$ cat config.mk
export PLATFORM = sky130hd
export DESIGN_NAME = sra_sequencer_flat
export DESIGN_NICKNAME = d
export VERILOG_FILES = /design/src/rtl/sra_sequencer_pkg.sv /design/src/rtl/sra_sequencer_if.sv /design/src/rtl/sra_sequencer_ctrl_decode.sv /design/src/rtl/sra_sequencer.sv /design/src/flat_wrapper.sv
export SDC_FILE = /design/constraint.sdc
export NUM_CORES = 1
export LEC_CHECK = 0
export CORE_MARGIN = 1.5
export CORE_UTILIZATION = 31
export DETAILED_ROUTE_END_ITERATION = 10
export GPL_TIMING_DRIVEN = 0
export MAX_ROUTING_LAYER = met4
export PLACE_DENSITY = 0.77
export SETUP_SLACK_MARGIN = 0.4
export SYNTH_ARGS = -nofsm -noshare
export SYNTH_HDL_FRONTEND = slang
export SYNTH_SLANG_ARGS = --single-unit
$ cat constraint.sdc
create_clock -name clk -period 1.75 [get_ports clk]
set_clock_uncertainty 0.1 [all_clocks]
set_input_delay 0.35 -clock clk [delete_from_list [all_inputs] [get_ports clk]]
set_output_delay 0.35 -clock clk [all_outputs]
set_load 0.02 [all_outputs]
$ cat src/rtl/sra_sequencer_pkg.sv
// -----------------------------------------------------------------------------
// sra_pkg: shared definitions for the SRA magnitude-datapath sequencer.
//   - state_e        : sequencer state encoding
//   - U1_* / U2_*    : operation codes for the abs/max/min unit and the
//                      sub/add/max unit
//   - *_LSB, B_*     : bit positions of every field in the 27-bit Control word
//   - R1..R5         : register index inside the r_reg / w_reg fields
// -----------------------------------------------------------------------------
package sra_pkg;

   localparam int CTRL_W = 27;

   typedef enum logic [3:0] {
      S_IDLE = 4'd0,
      S_LOAD = 4'd1,
      S_ABS1 = 4'd2,
      S_ABS2 = 4'd3,
      S_MAX  = 4'd4,
      S_MIN  = 4'd5,
      S_SUB  = 4'd6,
      S_ADD  = 4'd7,
      S_MAX2 = 4'd8,
      S_DONE = 4'd9
   } state_e;

   // Abs/max/min unit (A = R1, B = bus BU1)
   localparam logic [1:0] U1_ABS_A = 2'b00;
   localparam logic [1:0] U1_ABS_B = 2'b01;
   localparam logic [1:0] U1_MAX   = 2'b10;
   localparam logic [1:0] U1_MIN   = 2'b11;

   // Sub/add/max unit (operands from buses A and B)
   localparam logic [1:0] U2_SUB    = 2'b00;
   localparam logic [1:0] U2_ADD    = 2'b01;
   localparam logic [1:0] U2_MAX    = 2'b10;
   localparam logic [1:0] U2_PASS_A = 2'b11;

   // Field positions
   localparam int R_LSB   = 22;  // r_reg[4:0] at [26:22]
   localparam int W_LSB   = 17;  // w_reg[4:0] at [21:17]
   localparam int CU1_LSB = 15;  // c_U1 at [16:15]
   localparam int CU2_LSB = 13;  // c_U2 at [14:13]

   // Register index inside r_reg / w_reg
   localparam int R1 = 0;
   localparam int R2 = 1;
   localparam int R3 = 2;
   localparam int R4 = 3;
   localparam int R5 = 4;

   // Single-bit bus enables
   localparam int B_S1_R1  = 12;
   localparam int B_S0_R1  = 11;
   localparam int B_S1_R2  = 10;
   localparam int B_S0_R2  = 9;
   localparam int B_S1_BU1 = 8;
   localparam int B_S0_BU1 = 7;
   localparam int B_S1_R5  = 6;
   localparam int B_S0_R5  = 5;
   localparam int B_S1_A   = 4;
   localparam int B_S0_A   = 3;
   localparam int B_S1_B   = 2;
   localparam int B_S0_B   = 1;
   localparam int B_C_OUT  = 0;

endpackage

$ cat src/rtl/sra_sequencer_if.sv
// -----------------------------------------------------------------------------
// sra_sequencer_if: host handshake plus datapath control word.
//   start   : host request, sampled on clk rising edge
//   busy    : sequencer is not idle
//   done    : one-cycle pulse, datapath OUT valid in that cycle
//   Control : 27-bit datapath control word
// Handshake: start is a level sampled every edge; it is honoured only while
// the sequencer is idle or in its final (done) cycle, otherwise ignored.
// Nothing is queued, so the host must watch done/busy itself.
// Modports: master = host side, slave = sequencer side.
// -----------------------------------------------------------------------------
interface sra_sequencer_if
   import sra_pkg::*;
   ();

   logic              start;
   logic              busy;
   logic              done;
   logic [CTRL_W-1:0] Control;

   modport master (output start, input busy, input done, input Control);
   modport slave  (input start, output busy, output done, output Control);

endinterface

$ cat src/rtl/sra_sequencer_ctrl_decode.sv
// -----------------------------------------------------------------------------
// sra_ctrl_decode: purely combinational state -> Control/busy/done decoder.
//   state_i : current (registered) sequencer state
//   ctrl_o  : 27-bit datapath Control word
//   busy_o  : high in every state except S_IDLE
//   done_o  : high only in S_DONE
// Every bit not explicitly set for a state stays 0, which keeps each bus
// enable pair mutually exclusive and leaves undriven buses unwritten.
// -----------------------------------------------------------------------------
module sra_ctrl_decode
   import sra_pkg::*;
(
   input  state_e            state_i,
   output logic [CTRL_W-1:0] ctrl_o,
   output logic              busy_o,
   output logic              done_o
);

   always_comb begin
      ctrl_o = '0;
      busy_o = (state_i != S_IDLE);
      done_o = 1'b0;
      case (state_i)
         S_LOAD: begin   // R1 <= In0, R2 <= In1
            ctrl_o[B_S0_R1]   = 1'b1;
            ctrl_o[B_S0_R2]   = 1'b1;
            ctrl_o[W_LSB+R1]  = 1'b1;
            ctrl_o[W_LSB+R2]  = 1'b1;
         end
         S_ABS1: begin   // R1 <= |a|
            ctrl_o[CU1_LSB+:2] = U1_ABS_A;
            ctrl_o[R_LSB+R1]   = 1'b1;
            ctrl_o[B_S1_R1]    = 1'b1;
            ctrl_o[W_LSB+R1]   = 1'b1;
         end
         S_ABS2: begin   // R2 <= |b|, R2 reaches U1 through BU1
            ctrl_o[CU1_LSB+:2] = U1_ABS_B;
            ctrl_o[R_LSB+R1]   = 1'b1;
            ctrl_o[R_LSB+R2]   = 1'b1;
            ctrl_o[B_S1_BU1]   = 1'b1;
            ctrl_o[B_S1_R2]    = 1'b1;
            ctrl_o[W_LSB+R2]   = 1'b1;
         end
         S_MAX: begin    // R4 <= x, R5 <= x>>3
            ctrl_o[CU1_LSB+:2] = U1_MAX;
            ctrl_o[R_LSB+R1]   = 1'b1;
            ctrl_o[R_LSB+R2]   = 1'b1;
            ctrl_o[B_S1_BU1]   = 1'b1;
            ctrl_o[W_LSB+R4]   = 1'b1;
            ctrl_o[B_S0_R5]    = 1'b1;
            ctrl_o[W_LSB+R5]   = 1'b1;
         end
         S_MIN: begin    // R3 <= y>>1
            ctrl_o[CU1_LSB+:2] = U1_MIN;
            ctrl_o[R_LSB+R1]   = 1'b1;
            ctrl_o[R_LSB+R2]   = 1'b1;
            ctrl_o[B_S1_BU1]   = 1'b1;
            ctrl_o[W_LSB+R3]   = 1'b1;
         end
         S_SUB: begin    // R5 <= R4 - R5
            ctrl_o[CU2_LSB+:2] = U2_SUB;
            ctrl_o[R_LSB+R4]   = 1'b1;
            ctrl_o[R_LSB+R5]   = 1'b1;
            ctrl_o[B_S1_A]     = 1'b1;
            ctrl_o[B_S0_B]     = 1'b1;
            ctrl_o[B_S1_R5]    = 1'b1;
            ctrl_o[W_LSB+R5]   = 1'b1;
         end
         S_ADD: begin    // R5 <= R5 + R3
            ctrl_o[CU2_LSB+:2] = U2_ADD;
            ctrl_o[R_LSB+R5]   = 1'b1;
            ctrl_o[R_LSB+R3]   = 1'b1;
            ctrl_o[B_S0_A]     = 1'b1;
            ctrl_o[B_S1_B]     = 1'b1;
            ctrl_o[B_S1_R5]    = 1'b1;
            ctrl_o[W_LSB+R5]   = 1'b1;
         end
         S_MAX2: begin   // R5 <= max(R4, R5)
            ctrl_o[CU2_LSB+:2] = U2_MAX;
            ctrl_o[R_LSB+R4]   = 1'b1;
            ctrl_o[R_LSB+R5]   = 1'b1;
            ctrl_o[B_S1_A]     = 1'b1;
            ctrl_o[B_S0_B]     = 1'b1;
            ctrl_o[B_S1_R5]    = 1'b1;
            ctrl_o[W_LSB+R5]   = 1'b1;
         end
         S_DONE: begin   // drive R5 onto OUT
            ctrl_o[R_LSB+R5]   = 1'b1;
            ctrl_o[B_C_OUT]    = 1'b1;
            done_o             = 1'b1;
         end
         default: ;
      endcase
   end

endmodule

$ cat src/rtl/sra_sequencer.sv
// -----------------------------------------------------------------------------
// sra_sequencer: Moore sequencer for the SRA magnitude datapath, computing
// r = max((x - x>>3) + y>>1, x) with x = max(|a|,|b|), y = min(|a|,|b|).
//   clk     : datapath clock, rising edge
//   rst_n   : synchronous active-low reset
//   bus     : slave side of sra_sequencer_if (start, busy, done, Control)
//   state_o : current state, for observation only
// Parameter EN_FINAL_MAX: 1 keeps the final max(t2,x) step, 0 skips S_MAX2.
// Outputs decode from the state register only, so start never reaches
// Control combinationally.
// -----------------------------------------------------------------------------
module sra_sequencer
   import sra_pkg::*;
#(
   parameter bit EN_FINAL_MAX = 1'b1
) (
   input  logic          clk,
   input  logic          rst_n,
   sra_sequencer_if.slave bus,
   output state_e        state_o
);

   state_e state_q, state_d;

   // State register
   always_ff @(posedge clk) begin
      if (!rst_n) state_q <= S_IDLE;
      else        state_q <= state_d;
   end

   // Next-state logic; unused encodings fall back to S_IDLE
   always_comb begin
      state_d = S_IDLE;
      case (state_q)
         S_IDLE:  state_d = bus.start ? S_LOAD : S_IDLE;
         S_LOAD:  state_d = S_ABS1;
         S_ABS1:  state_d = S_ABS2;
         S_ABS2:  state_d = S_MAX;
         S_MAX:   state_d = S_MIN;
         S_MIN:   state_d = S_SUB;
         S_SUB:   state_d = S_ADD;
         S_ADD:   state_d = EN_FINAL_MAX ? S_MAX2 : S_DONE;
         S_MAX2:  state_d = S_DONE;
         S_DONE:  state_d = bus.start ? S_LOAD : S_IDLE;  // back-to-back restart
         default: state_d = S_IDLE;
      endcase
   end

   // Output decode
   sra_ctrl_decode u_decode (
      .state_i (state_q),
      .ctrl_o  (bus.Control),
      .busy_o  (bus.busy),
      .done_o  (bus.done)
   );

   assign state_o = state_q;

endmodule
$ cat src/flat_wrapper.sv
// flat-port wrapper written by rule: the top's interface ports become plain ports
module sra_sequencer_flat import sra_pkg::*;
#(
   parameter bit EN_FINAL_MAX = 1'b1
)
  (clk, rst_n, state_o, bus_start, bus_busy, bus_done, bus_Control);
  sra_sequencer_if bus_i ();
  input  logic clk;
  input  logic rst_n;
  output state_e state_o;
  input wire logic [$bits(bus_i.start)-1:0] bus_start;
  output wire logic [$bits(bus_i.busy)-1:0] bus_busy;
  output wire logic [$bits(bus_i.done)-1:0] bus_done;
  output wire logic [$bits(bus_i.Control)-1:0] bus_Control;
  assign bus_i.start = bus_start;
  assign bus_busy = bus_i.busy;
  assign bus_done = bus_i.done;
  assign bus_Control = bus_i.Control;
  sra_sequencer #(.EN_FINAL_MAX(EN_FINAL_MAX)) u_core (.clk(clk), .rst_n(rst_n), .bus(bus_i), .state_o(state_o));
endmodule
==> results.yml, run 1 <==
yosys:
  synth_top_area_share_pct: 18.8
  synth_area_leaders: "buf_4 (19%), dfxtp_1 (18%), nand2b_1 (8.5%), nor2_1 (6.0%), buf_2 (4.5%)"
  yosysTopAreaCell: "buf_4"
  async_flop_share_pct: 0
  synth_area_per_cell_um2: 7.10
  yosys_most_used_dff: "dfxtp_1"
  ys_ff_latch: 4
  netlist_top_cells_count: "buf_4 (11), nor2_1 (7), nand2b_1 (6)"
  synthMostInstantiatedCell: "buf_4"
  netlist_instances: 62
  ys_types: 23
  yosysSeqAreaShare_pct: 18.2
  synth_area_um2: 440
  ys_warn_count: 0
  synth_edf_count: 0
  syn_nets: 65
clocking:
  clk_path_buf_depth: 2
  cts-root-buf: "clkbuf_4"
  numCtsBuffers: 3
  htree_levels: 1
  ctsHoldBuffers: 0
  clock-sinks: 4
floorplanning:
  die_w_um: 40.7
  io_pins: 36
  initial_core_util_pct: 33.4
  fp-row-count: 13
  die_h_um: 40.7
place:
  placedCellCount: 111
  routabilityCongestion: 0.651
  port_buffers: 34
  dpl_worst_slack_ns: -0.495
  hpwlAfterDp_mm: 1.05
global_route:
  grt_start_max_net_pins: 11
  antenna_found_initial: 0
run_status:
  status: "aborted with a tool error"
  firstError: "[ERROR DPL-0033] detailed placement checks failed during check placement."
  stop_stage: "5_1_grt"
sta:
  worstEpCategory: "output port"
  postGrtWorstEndpoint: "bus_Control[25]"
## what timing repair did
action,in CTS
gates resized for setup,186
buffers inserted,14
pin swaps,7
cloned,1
setup endpoints to repair,32
## through the flow
stage                     TNS, ns  area, µm²
after floorplan                 0        616
after global placement      -6.38        975
after detailed placement    -6.70        975
after CTS                   -1.84       1180
## cells by family after synthesis
logic type / after synthesis / synth area share [%]
compound gates: 8 / 13.1
xor+xnor: 2 / 3.98
buf+inv: 18 / 25.9
flops: 4 / 18.2
other cells: 1 / 0.851
simple gates: 29 / 38.1
==> run 2, diff against run 1 <==
Settings changed: CORE_AREA set to 2 2 63 65, CORE_MARGIN 1.5 to unset, CORE_UTILIZATION 31 to unset, DIE_AREA set to 0 0 65 67, MAX_ROUTING_LAYER met4 to unset, PLACE_DENSITY 0.77 to unset, PLACE_DENSITY_LB_ADDON set to 0.15, SETUP_SLACK_MARGIN 0.4 to unset.
==> run 2 against run 1 <==
The flow now finishes, with violations (negative setup slack). Synthesized cell count is the same. Synthesized area is the same.
==> results.yml, run 2 <==
clocking:
  numCtsBuffers: 3
  clk_path_buf_depth: 2
  ctsHoldBuffers: 0
  cts_tree: "done"
  insertion_delay_ns: 0.22
  htree_levels: 1
  cts-root-buf: "clkbuf_8"
  clock-sinks: 4
  clk_pin_slew_ns: 0.03
setup_path:
  critPathArrivalTime_ns: 1.45
  crit_start: "u_core.state_o[3]$_SDFF_PN0_"
  setup.worst_path.start_class: "register"
  required_ns: 1.30
  endpoint_kind: "output pin"
  crit_fanout: 7
  crit_type: "reg2out"
  r2r_start: "u_core.state_o[2]$_SDFF_PN0_"
yosys:
  synth_area_per_cell_um2: 7.10
  syn_nets: 65
  synthMostInstantiatedCell: "buf_4"
  ys_ff_latch: 4
  synth_area_um2: 440
  synth_area_leaders: "buf_4 (19%), dfxtp_1 (18%), nand2b_1 (8.5%), nor2_1 (6.0%), buf_2 (4.5%)"
  netlist_instances: 62
  netlist_top_cells_count: "buf_4 (11), nor2_1 (7), nand2b_1 (6)"
  yosys_most_used_dff: "dfxtp_1"
  ys_types: 23
  async_flop_share_pct: 0
  yosysTopAreaCell: "buf_4"
  yosysSeqAreaShare_pct: 18.2
  synth_edf_count: 0
  synth_top_area_share_pct: 18.8
  ys_warn_count: 0
flow_run:
  drv_cap: 0
sta:
  finalMaxSlewViolations: 0
  setup_ws_ns: -0.148
  min_period_ns: 1.90
  timing.setup.tns_ns: -0.766
  finalHoldViolations: 0
  max_freq_mhz: 527
  period_share_pct: 108
  grt_setup_unrepaired: "yes"
  finalSetupViolCount: 10
drt:
  drt_iter0_markers: 6
  ant_nets: 0
  drcViolationCount: 0
  wirelength_mm: 1.64
  wire_per_inst_um: 10.1
  first_pass_iters: 4
  vias: 596
  via_per_inst: 3.68
final_layout:
  drive_above_1_share_pct: 73.7
  layout_commonest_cell: "buf_6"
  fin_cells: 162
  antenna_cells: 0
  area_growth_pct: 154
  fin_area_um2: 1120
  largest_register_ffs: 4
  nNetsFinal: 119
  final_cell_mix: "buf_6 (24), buf_4 (21), buf_2 (8)"
place:
  port_buffers: 34
  hpwlAfterDp_mm: 1.14
  placed_cell_area_um2: 898
  placedCellCount: 144
  routabilityCongestion: 0.725
floorplanning:
  die_h_um: 67
  io_pins: 36
  coreArea_um2: 3610
  initial_core_util_pct: 12.2
  die_w_um: 65
  fp-row-count: 22
  die_area_um2: 4360
power_and_ir_drop:
  power_density_nw_per_um2: 513
  power_mw: 0.574
  p_leak_nw: 0.538
  ir_drop_uv: 144
global_route:
  grt_pass1_wl_mm: 2.53
  gr-total-overflow: 0
  track_usage_pct: 7.47
  grt_pass1_vias: 577
  antenna_found_initial: 0
  grt_start_max_net_pins: 11
run_status:
  status: "finished, violations left"
  violations: "negative setup slack"
min_path:
  min_path_type: "reg2reg"
  worstHoldStart: "u_core.state_o[1]$_SDFF_PN0_"
## run 2: cell counts after synthesis
Identical to the previous run, type by type.
## run 2: per-layer routing
metal,global-route usage [%],share of wire (%)
met4,3.19,0
met2,12.9,48
met5,0,0
met3,3.04,8.8
met1,8.03,43
## run 2: critical path, cell delays in order (launching register included)
cell and delay [ns]:
dfxtp_2 0.32, buf_6 0.12, or3b_4 0.40, a21oi_4 0.17, buf_6 0.11, buf_6 0.10
## run 2: kinds of logic after synthesis
group                  share of synthesized area (%)
AO/OA/AOI/OAI                                   13.1
XOR/XNOR                                        3.98
buffers and inverters                           25.9
flip-flops                                      18.2
other                                          0.851
AND/OR/NAND/NOR                                 38.1
## run 2: cell type report
type	count	area [µm²]
fillers	398	2490
well taps	48	60.1
clock buffers	3	41.3
plain buffers	14	150
inverters	3	11.3
flip-flops and latches	4	90.1
repair buffers	50	417
multi-input cells	40	349
## run 2: metrics by stage
step / setup slack, ns / utilization (%) / hold slack, ns
final: -0.148 / 31.0 / 0.484
after global routing: -0.200 / 31.0 / 0.520
after CTS: -0.181 / 27.2 / 0.493
after detailed placement: -0.525 / 24.9 / 0.511
after global placement: -0.526 / 24.9 / 0.505
after floorplan: -0.0261 / - / 0.379
## run 2: what timing repair did
item                       CTS  global route
setup endpoints to repair   28            23
pin swaps                    5             5
cloned                       1             0
resized for setup          137            39
hold endpoints to repair     0             0
setup buffers                9             6
## run 2: report_power, final
part	internal [mW]	switching [mW]
sequential	0.0997	0.0126
clock	0.147	0.0465
combinational	0.123	0.146
total	0.369	0.205
## run 2: path summary, 6_finish.rpt
kind / endpoint / slack, ns / cells after the start
worst min-delay path: u_core.state_o[0]$_SDFF_PN0_ / 0.48 / 2
worst max register to register: u_core.state_o[0]$_SDFF_PN0_ / 0.39 / 4
worst min register to register: u_core.state_o[0]$_SDFF_PN0_ / 0.48 / 2
worst max-delay path: bus_Control[25] / -0.15 / 5
Power figures use the tool's default switching activity.
